===== src/rtl/demux_frame_sequencer_pkg.sv =====
// Shared types and constants for the DEMUX frame sequencer and its capture register.
package demux_frame_sequencer_pkg;

  localparam int FRAME_W       = 32;
  localparam int SEL_W_DEFAULT = 5;

  typedef enum logic [1:0] {
    ST_IDLE  = 2'd0,
    ST_SHIFT = 2'd1,
    ST_DRAIN = 2'd2,
    ST_HOLD  = 2'd3
  } state_e;

endpackage


===== src/rtl/frame_capture_reg.sv =====
// Frame assembly register: one indexed bit write per cycle from the DEMUX feedback lines, plus clear and hold.
module frame_capture_reg
  import demux_frame_sequencer_pkg::*;
#(
  parameter int FRAME_LEN = 32,
  parameter int SEL_W     = SEL_W_DEFAULT
) (
  input  logic               clk,
  input  logic               rst_n,
  input  logic               clr_i,
  input  logic               wr_en_i,
  input  logic [SEL_W-1:0]   wr_idx_i,
  input  logic [FRAME_W-1:0] lines_i,
  output logic [FRAME_W-1:0] data_o
);

  logic [FRAME_W-1:0] data_q, data_d;

  // Lines are only looked at while the DEMUX is enabled; otherwise they float.
  always_comb begin
    data_d = data_q;
    if (clr_i) begin
      data_d = '0;
    end else if (wr_en_i && (int'(wr_idx_i) < FRAME_LEN)) begin
      data_d[wr_idx_i] = lines_i[wr_idx_i];
    end
  end

  always_ff @(posedge clk or negedge rst_n) begin
    if (!rst_n) begin
      data_q <= '0;
    end else begin
      data_q <= data_d;
    end
  end

  assign data_o = data_q;

endmodule


===== src/rtl/demux_frame_sequencer.sv =====
// Serial-to-parallel frame sequencer that steers each bit through an external 1:32 DEMUX
// and reassembles the frame from the DEMUX outputs fed back in.
module demux_frame_sequencer
  import demux_frame_sequencer_pkg::*;
#(
  parameter int FRAME_LEN = 32,
  parameter int SEL_W     = SEL_W_DEFAULT
) (
  input  logic               Clock_In,
  input  logic               Reset_In,
  input  logic               Serial_Data_In,
  input  logic               Serial_Valid_In,
  output logic               Serial_Ready_Out,
  input  logic               Abort_In,
  output logic               Demux_Enable_Out,
  output logic               Demux_Data_Out,
  output logic [SEL_W-1:0]   Demux_Select_Out,
  input  logic [FRAME_W-1:0] Demux_Lines_In,
  output logic [FRAME_W-1:0] Frame_Data_Out,
  output logic               Frame_Valid_Out,
  input  logic               Frame_Ready_In,
  output logic [7:0]         Frame_Count_Out
);

  localparam logic [SEL_W-1:0] LAST_IDX = SEL_W'(FRAME_LEN - 1);

  state_e           state_q, state_d;
  logic [SEL_W-1:0] idx_q, idx_d;
  logic [SEL_W-1:0] sel_q, sel_d;
  logic             en_q, en_d;
  logic             dat_q, dat_d;
  logic             frame_valid_q, frame_valid_d;
  logic [7:0]       cnt_q, cnt_d;
  logic             accept;
  logic             handshake;
  logic             frame_clr;

  assign accept    = Serial_Valid_In & Serial_Ready_Out;
  assign handshake = frame_valid_q & Frame_Ready_In;
  assign frame_clr = Abort_In | handshake;

  always_ff @(posedge Clock_In or negedge Reset_In) begin
    if (!Reset_In) begin
      state_q <= ST_IDLE;
      idx_q   <= '0;
    end else begin
      state_q <= state_d;
      idx_q   <= idx_d;
    end
  end

  always_comb begin
    state_d = state_q;
    idx_d   = idx_q;
    if (Abort_In) begin
      state_d = ST_IDLE;
      idx_d   = '0;
    end else begin
      unique case (state_q)
        ST_IDLE, ST_SHIFT: begin
          if (accept) begin
            if (idx_q == LAST_IDX) begin
              state_d = ST_DRAIN;
              idx_d   = '0;
            end else begin
              state_d = ST_SHIFT;
              idx_d   = idx_q + 1'b1;
            end
          end
        end
        ST_DRAIN: state_d = ST_HOLD;
        ST_HOLD:  if (handshake) state_d = ST_IDLE;
        default:  state_d = ST_IDLE;
      endcase
    end
  end

  // Ready is forced low during reset so nothing is offered before release.
  always_comb begin
    Serial_Ready_Out = Reset_In & ~Abort_In &
                       ((state_q == ST_IDLE) | (state_q == ST_SHIFT));
  end

  // Valid trails HOLD entry by one cycle so the frame is exposed two edges after the last accept.
  always_comb begin
    en_d          = accept;
    sel_d         = accept ? idx_q : sel_q;
    dat_d         = accept ? Serial_Data_In : dat_q;
    frame_valid_d = ~Abort_In & (state_q == ST_HOLD) & ~handshake;
    cnt_d         = (handshake & ~Abort_In) ? cnt_q + 8'd1 : cnt_q;
  end

  always_ff @(posedge Clock_In or negedge Reset_In) begin
    if (!Reset_In) begin
      en_q          <= 1'b0;
      sel_q         <= '0;
      dat_q         <= 1'b0;
      frame_valid_q <= 1'b0;
      cnt_q         <= '0;
    end else begin
      en_q          <= en_d;
      sel_q         <= sel_d;
      dat_q         <= dat_d;
      frame_valid_q <= frame_valid_d;
      cnt_q         <= cnt_d;
    end
  end

  frame_capture_reg #(
    .FRAME_LEN (FRAME_LEN),
    .SEL_W     (SEL_W)
  ) u_capture (
    .clk      (Clock_In),
    .rst_n    (Reset_In),
    .clr_i    (frame_clr),
    .wr_en_i  (en_q),
    .wr_idx_i (sel_q),
    .lines_i  (Demux_Lines_In),
    .data_o   (Frame_Data_Out)
  );

  assign Demux_Enable_Out = en_q;
  assign Demux_Select_Out = sel_q;
  assign Demux_Data_Out   = dat_q;
  assign Frame_Valid_Out  = frame_valid_q;
  assign Frame_Count_Out  = cnt_q;

endmodule

===== config.mk =====
export PLATFORM = sky130hd
export DESIGN_NAME = demux_frame_sequencer
export DESIGN_NICKNAME = d
export VERILOG_FILES = /design/src/rtl/demux_frame_sequencer_pkg.sv /design/src/rtl/frame_capture_reg.sv /design/src/rtl/demux_frame_sequencer.sv
export SDC_FILE = /design/constraint.sdc
export NUM_CORES = 1
export LEC_CHECK = 0
export ABC_AREA = 1
export CAP_MARGIN = 25
export CORE_ASPECT_RATIO = 0.9
export CORE_MARGIN = 3
export CORE_UTILIZATION = 50
export CTS_BUF_LIST = sky130_fd_sc_hd__clkbuf_4 sky130_fd_sc_hd__clkbuf_8 sky130_fd_sc_hd__clkbuf_16
export DETAILED_ROUTE_END_ITERATION = 10
export PLACE_DENSITY = 0.84
export SLEW_MARGIN = 20
export SYNTH_ARGS = -nofsm -noshare
export SYNTH_HDL_FRONTEND = slang
export SYNTH_SLANG_ARGS = --single-unit

===== constraint.sdc =====
create_clock -name Clock_In -period 1.92 [get_ports Clock_In]
set_input_delay 0.288 -clock Clock_In [delete_from_list [all_inputs] [get_ports Clock_In]]
set_output_delay 0.288 -clock Clock_In [all_outputs]
set_load 0.02 [all_outputs]

# ---- Word level (Yosys, flattened, before mapping)
# Index checks and enable logic that the tools add are counted.
dict set report totals {
  ff_bits 55
  input_bits 38
  out_inout_bits 49
  word_cells 53
}
dict set report op_classes {
  n_addsub 2
  magnitude_cmp 2
  n_eq_ne 6
  muxes 16
  n_bitwise 11
  reduce_logical 8
}
# op n
set ops {}
lappend ops {{32-bit two-way mux} 2}
lappend ops {{32-bit bitwise mux} 1}
lappend ops {{5-bit two-way mux} 4}
lappend ops {{8-bit by 1-bit adder with 8-bit output (second input constant)} 1}
lappend ops {{2-bit two-way mux} 4}
lappend ops {{1-bit AND} 7}
lappend ops {{5-bit by 6-bit less-than comparator with 1-bit output (second input constant)} 1}
lappend ops {{3-bit inequality test (second input constant)} 2}
lappend ops {{2-bit one-hot mux with 3 select lines} 1}
lappend ops {{2-bit nonzero test} 3}
lappend ops {{5-bit by 1-bit adder with 5-bit output (second input constant)} 1}
lappend ops {{1-bit binary-select mux with 5-bit select} 1}
lappend ops {{1-bit demux with 5-bit select} 1}
lappend ops {{5-bit == test (second input constant)} 1}
lappend ops {{5-bit by 1-bit greater-or-equal comparator with 1-bit output (second input constant)} 1}
lappend ops {{2-bit == test (second input constant)} 2}
lappend ops {{2-bit AND reduction} 2}
lappend ops {{2-bit by 1-bit == test with 1-bit output (second input constant)} 1}
lappend ops {{2-bit logical NOT} 1}
lappend ops {{1-bit two-way mux} 2}
lappend ops {{1-bit NOT} 2}
lappend ops {{1-bit OR} 2}
lappend ops {{2-bit OR reduction} 1}
lappend ops {{1-bit logical AND} 1}

# ---- Logic depth before layout (Yosys ltp)
dict set report depth {
  depth_word 7
  depth_mapped 13
  mapped_depth_nobuf 11
}

# ---- Hierarchy
# A second synthesis with hierarchy kept.
dict set report hier_totals {
  cells_unflattened 506
  hier_area_um2 3577.2
}
# module n_inst cells_each area_per_inst_um2 seq_area_each_um2
set modules_own_cells {}
lappend modules_own_cells {frame_capture_reg 1 369 2427.3 800.8}
lappend modules_own_cells {demux_frame_sequencer 1 137 1149.9 575.6}

# ---- Least setup slack after synthesis
# OpenSTA, ideal clock, no wires.
dict set report synth_timing {
  kind {reg-to-reg}
  startpoint {register sel_q[0] (netlist: Demux_Select_Out[0])}
  endpoint {register u_capture.data_q[28] (netlist: u_capture.data_o[28])}
  setup_time_ns 0.113
  t_arrival_ns 1.527
  required_time_ns 1.807
  slack_ns 0.280
  stages_incl_launch_ff 14
  path_buffers 3
  synth_period_minus_slack_ns 1.640
  cell_sequence {dfrtp_1 -> buf_6 -> buf_12 -> nand2_2 -> nand2_1 -> nand2_1 -> nand3_2 -> nand2_2 -> nand2_2 -> nor2_8 -> buf_12 -> nand3_2 -> nand2_1 -> inv_1}
}
dict set report synth_via {
  elab_chain_cells 7
  word_cells_on_any_way 10
  classes_between {order compare (2); mux (7); reduce/logical (1)}
}
# item line_no
set synth_rtl {}
lappend synth_rtl {{from (decl)} demux_frame_sequencer.sv:29} ;# logic [SEL_W-1:0] sel_q, sel_d;
lappend synth_rtl {{from (signal assigned)} demux_frame_sequencer.sv:102} ;# sel_q <= sel_d;
lappend synth_rtl {{5-bit by 6-bit less-than comparator with 1-bit output (not written as such) / 5-bit by 1-bit greater-or-equal comparator with 1-bit output (equally long branches)} frame_capture_reg.sv:25} ;# data_d[wr_idx_i] = lines_i[wr_idx_i];
lappend synth_rtl {{1-bit logical AND (not written as such)} frame_capture_reg.sv:25}
lappend synth_rtl {{1-bit two-way mux (not written as such)} frame_capture_reg.sv:25}
lappend synth_rtl {{1-bit demux with 5-bit select} --}
lappend synth_rtl {{32-bit bitwise mux *} frame_capture_reg.sv:25}
lappend synth_rtl {{32-bit two-way mux *} frame_capture_reg.sv:24} ;# end else if (wr_en_i && (int'(wr_idx_i) < FRAME_LEN)) begin
lappend synth_rtl {{32-bit two-way mux *} frame_capture_reg.sv:22} ;# if (clr_i) begin
lappend synth_rtl {{to (signal assigned)} frame_capture_reg.sv:33} ;# data_q <= data_d;
lappend synth_rtl {{to (decl)} frame_capture_reg.sv:17} ;# logic [FRAME_W-1:0] data_q, data_d;
# Mark *: on every way between the ends. The rest lies on a longest branch, timed or not. The select of a mux whose other input is x is not followed.
# A chain may end at the register's enable or synchronous reset.

# ---- Final worst setup path
dict set report layout_timing {
  startpoint {register sel_q[0] (netlist: Demux_Select_Out[0])}
  endpoint {output Demux_Select_Out[0]}
}
# item line_no
set layout_lines {}
lappend layout_lines {{to (decl)} demux_frame_sequencer.sv:17} ;# output logic [SEL_W-1:0] Demux_Select_Out,
# No word-level cell between the ends.

==> results.md <==
* Buffers on Ports at 86
* Crit-path max FO at 16
* Reg area at 0.001379 sq mm
* Post-DRT Antenna Nets at 0
* GR Overflow Total at 0
* Initial DRC Count at 150
* Cell variety after synth at 25
* Clock Tree Buf Depth at 2
* Number of flops mapped to enable cells by yosys at 0
* Vias at 3,125
* CTS Buf Count at 5
* P_int at 1818 uW
* Post-layout min period at 1844 ps
* Routability cong. at 0.8564
* Endpoints failing hold at 0
* Final setup vio count at 0
* Synthesized area at 0.003438 sq mm
* Switch Pwr at 748.1 uW
* CTS tree: yes
* Clock share of power at 30.7%
* Status: finished, final reports clean
* Inst Count DP at 641
* R2R depth at 12
* Reg-to-reg endpoint: u_capture.data_o[16]$_DFFE_PN0P_
* Flop pwr share at 47.3%
* Unrepaired setup endpoints after global routing: no
* Max Clk Rate at 0.5424 GHz
* Comb pwr share at 22.0%
* Avg Vias per Cell at 4.815
* # diodes at 0
* Crit. End Element: output port
* Std cell rows at 28
* IO Pins at 87
* Post-detail-place hpwl at 6170 um
* CTS H-Tree Depth at 2
* Drt pass-1 iters at 5
* Layout cells sized above 1 at 15.03%
* Post-CTS Hold Buffers at 0
* Gate Count Post-Synth at 462
* Vias in the first global route at 3,122
* CTS root buf: clkbuf_8
* Static Leak at 0.002282 uW
* First-pass GRT wire length at 14,060 um
* RR Startpoint: Demux_Select_Out[0]$_DFFE_PN0P_
* Core area at 0.006621 sq mm
* DRC Markers at 0
* Chip Height at 84.67 um
* Peak supply drop at 0.3840 mV
* FF+latch count, synth at 55
* Synth async-reset ratio at 100.0%
* Req. time, crit path at 1630 ps
* Data arrival time of the worst path at 1560 ps
* Setup WS pre-CTS at -17.06 ps
* CP Class: flip-flop to output port
* Multi-input gate area at 0.001625 sq mm
* PnR worst setup slack at 76.35 ps
* Clock slew at reported path FFs at 100 ps
* Mapped Nets at 503
* Max Slew Vio Count at 0
* Routed Wire Length at 8118 um
* Seq/Total Area, Yosys at 40.03%
* Final instance count without filler cells at 649
* Maxcap violations at 0
* Tcrit/Tclk final at 96.02%
* Pwr dens at 566.4 mW/mm^2
* Crit path launch type: flip-flop
* CTS Sinks at 55
* Ys Warns at 0
* Final nets at 599
* Sw frac at 29.15%
* Avg WL per Cell at 12.51 um
* Initial antenna violation count at 0
* Die area at 0.007909 sq mm
* Synth-to-Final Area Change at 31.77%
* Largest net degree at the start of global routing at 56
* Reg2reg setup slack at 210 ps
* Setup bufs post-CTS at 0
* Chip width at 93.41 um
* Post-Syn Area per Cell at 7.442 sq um
* Initial core utilization at 51.93%
* Worst min path class: input port to async pin
* Clock Skew at 12.10 ps
* Worst-Margin Slew at 693.4 ps
* Layout fillers at 525
* Total track usage at 21.95%
* Clk Latency, worst-skew pair at 310 ps
* Rel. slew slack at 53.77%
* Top FF cell, synth: dfrtp_1
## power by group through the flow
| stage | Sequential [uW] | Clock (uW) | Combinational (uW) |
|---|---|---|---|
| 3_5_place_dp | 1230 | 0 | 565 |
| 5_1_grt | 1220 | 843 | 624 |
| 2_1_floorplan | 1250 | 0 | 368 |
| 6_report | 1210 | 788 | 565 |
| 4_1_cts | 1210 | 805 | 569 |
| 3_3_place_gp | 1230 | 0 | 553 |
## flip-flops by register name, summed over array words and instances (netlist names)
register,cells
u_capture.data_o,32
Frame_Count_Out,8
Demux_Select_Out,5
idx_q,5
state_q,2
Demux_Data_Out,1
Demux_Enable_Out,1
Frame_Valid_Out,1
## through the flow
step	instance area, sq um	hold WS (ps)	TNS, ps	util (%)	total power [uW]
after global routing	4531	236.8	0	68.42	2684
after floorplan	3438	-7.591	0	-	1614
after detailed placement	4414	474.2	-54.66	66.67	1799
after CTS	4531	216.5	0	68.42	2587
final	4531	189.7	0	68.42	2566
after global placement	4414	464.4	0	66.67	1786
## worst max path at each step
stage                                         start                          endpoint  slack [ps]  cells after the start
CTS                 Demux_Select_Out[0]$_DFFE_PN0P_               Demux_Select_Out[0]          60                      2
global route        Demux_Select_Out[0]$_DFFE_PN0P_               Demux_Select_Out[0]          40                      2
floorplan           Demux_Select_Out[0]$_DFFE_PN0P_  u_capture.data_o[28]$_DFFE_PN0P_         280                     13
detailed placement                   Frame_Ready_In  u_capture.data_o[23]$_DFFE_PN0P_         -20                     11
finish              Demux_Select_Out[0]$_DFFE_PN0P_               Demux_Select_Out[0]          80                      2
global placement                           Abort_In                  Serial_Ready_Out           6                      5
## cell usage after synthesis (2+ instances only)
| cell type | count | area (sq um) |
|---|---|---|
| nor2_1 | 103 | 386.6 |
| xor2_1 | 4 | 35.03 |
| buf_6 | 2 | 22.52 |
| inv_2 | 5 | 18.77 |
| a21oi_1 | 3 | 15.01 |
| dfrtp_1 | 55 | 1376 |
| buf_12 | 7 | 140.1 |
| o21ai_0 | 11 | 55.05 |
| xnor2_1 | 4 | 35.03 |
| nand2_1 | 130 | 488.0 |
| nand3_2 | 31 | 310.3 |
| nor2_8 | 2 | 40.04 |
| nand3_1 | 12 | 60.06 |
| ha_1 | 3 | 37.54 |
| nand2_2 | 12 | 75.07 |
| nor3_2 | 3 | 30.03 |
| nor3_1 | 4 | 20.02 |
| clkbuf_1 | 4 | 15.01 |
| inv_1 | 61 | 229.0 |
## per-layer routing
metal | vias to the layer above | share of wire [%] | global-route usage [%]
met5 | - | 0 | 0
met4 | 0 | 1.4 | 7.324
met3 | 13 | 4.8 | 4.570
met2 | 79 | 51 | 37.34
met1 | 1449 | 43 | 27.74
li1 | 1584 | - | -
## layout make-up
cell class                      count  share of cell area, %
Clock buffer                        5                  1.519
Clock inverter                      3                  1.022
Inverter                           67                  5.606
Multi-Input combinational cell    326                  35.87
Sequential cell                    55                  30.43
Tap cell                           90                  2.485
Timing Repair Buffer              103                  23.06
## timing repair
action / 4_1_cts / 5_1_grt
gates resized for setup: 3 / 0
endpoints found under the hold margin: 0 / 0
setup endpoints to repair: 3 / 0
## cell families (layout without fill, tap and decap cells)
family          Yosys count  after routing  synth area share (%)
compound gates           15             15                 2.292
xor+xnor                  8              8                 2.038
fa+ha+maj                 3              3                 1.092
buf+inv                  81            178                 12.70
flops                    55             55                 40.03
mux                       1              1                0.3275
simple gates            299            299                 41.52
## cell usage in the layout (no fill, tap or decap), drive strengths merged
cell,instances
clkdlybuf4s50,84
clkinvlp,1
xor2,4
ha,3
inv,68
nand2,143
o32ai,1
dfrtp,55
a21oi,3
o21ai,11
xnor2,4
bufinv,1
nor2,105
dlygate4sd2,1
buf,18
mux2,1
nand4,1
clkbuf,5
nand3,43
nor3,7
## worst max-delay path, stage by stage, from the launching register on
cell             delay [ps]
dfrtp_2                 460
buf_12                  170
clkdlybuf4s50_1         610
Note: power is estimated with default switching activity, not from simulation.
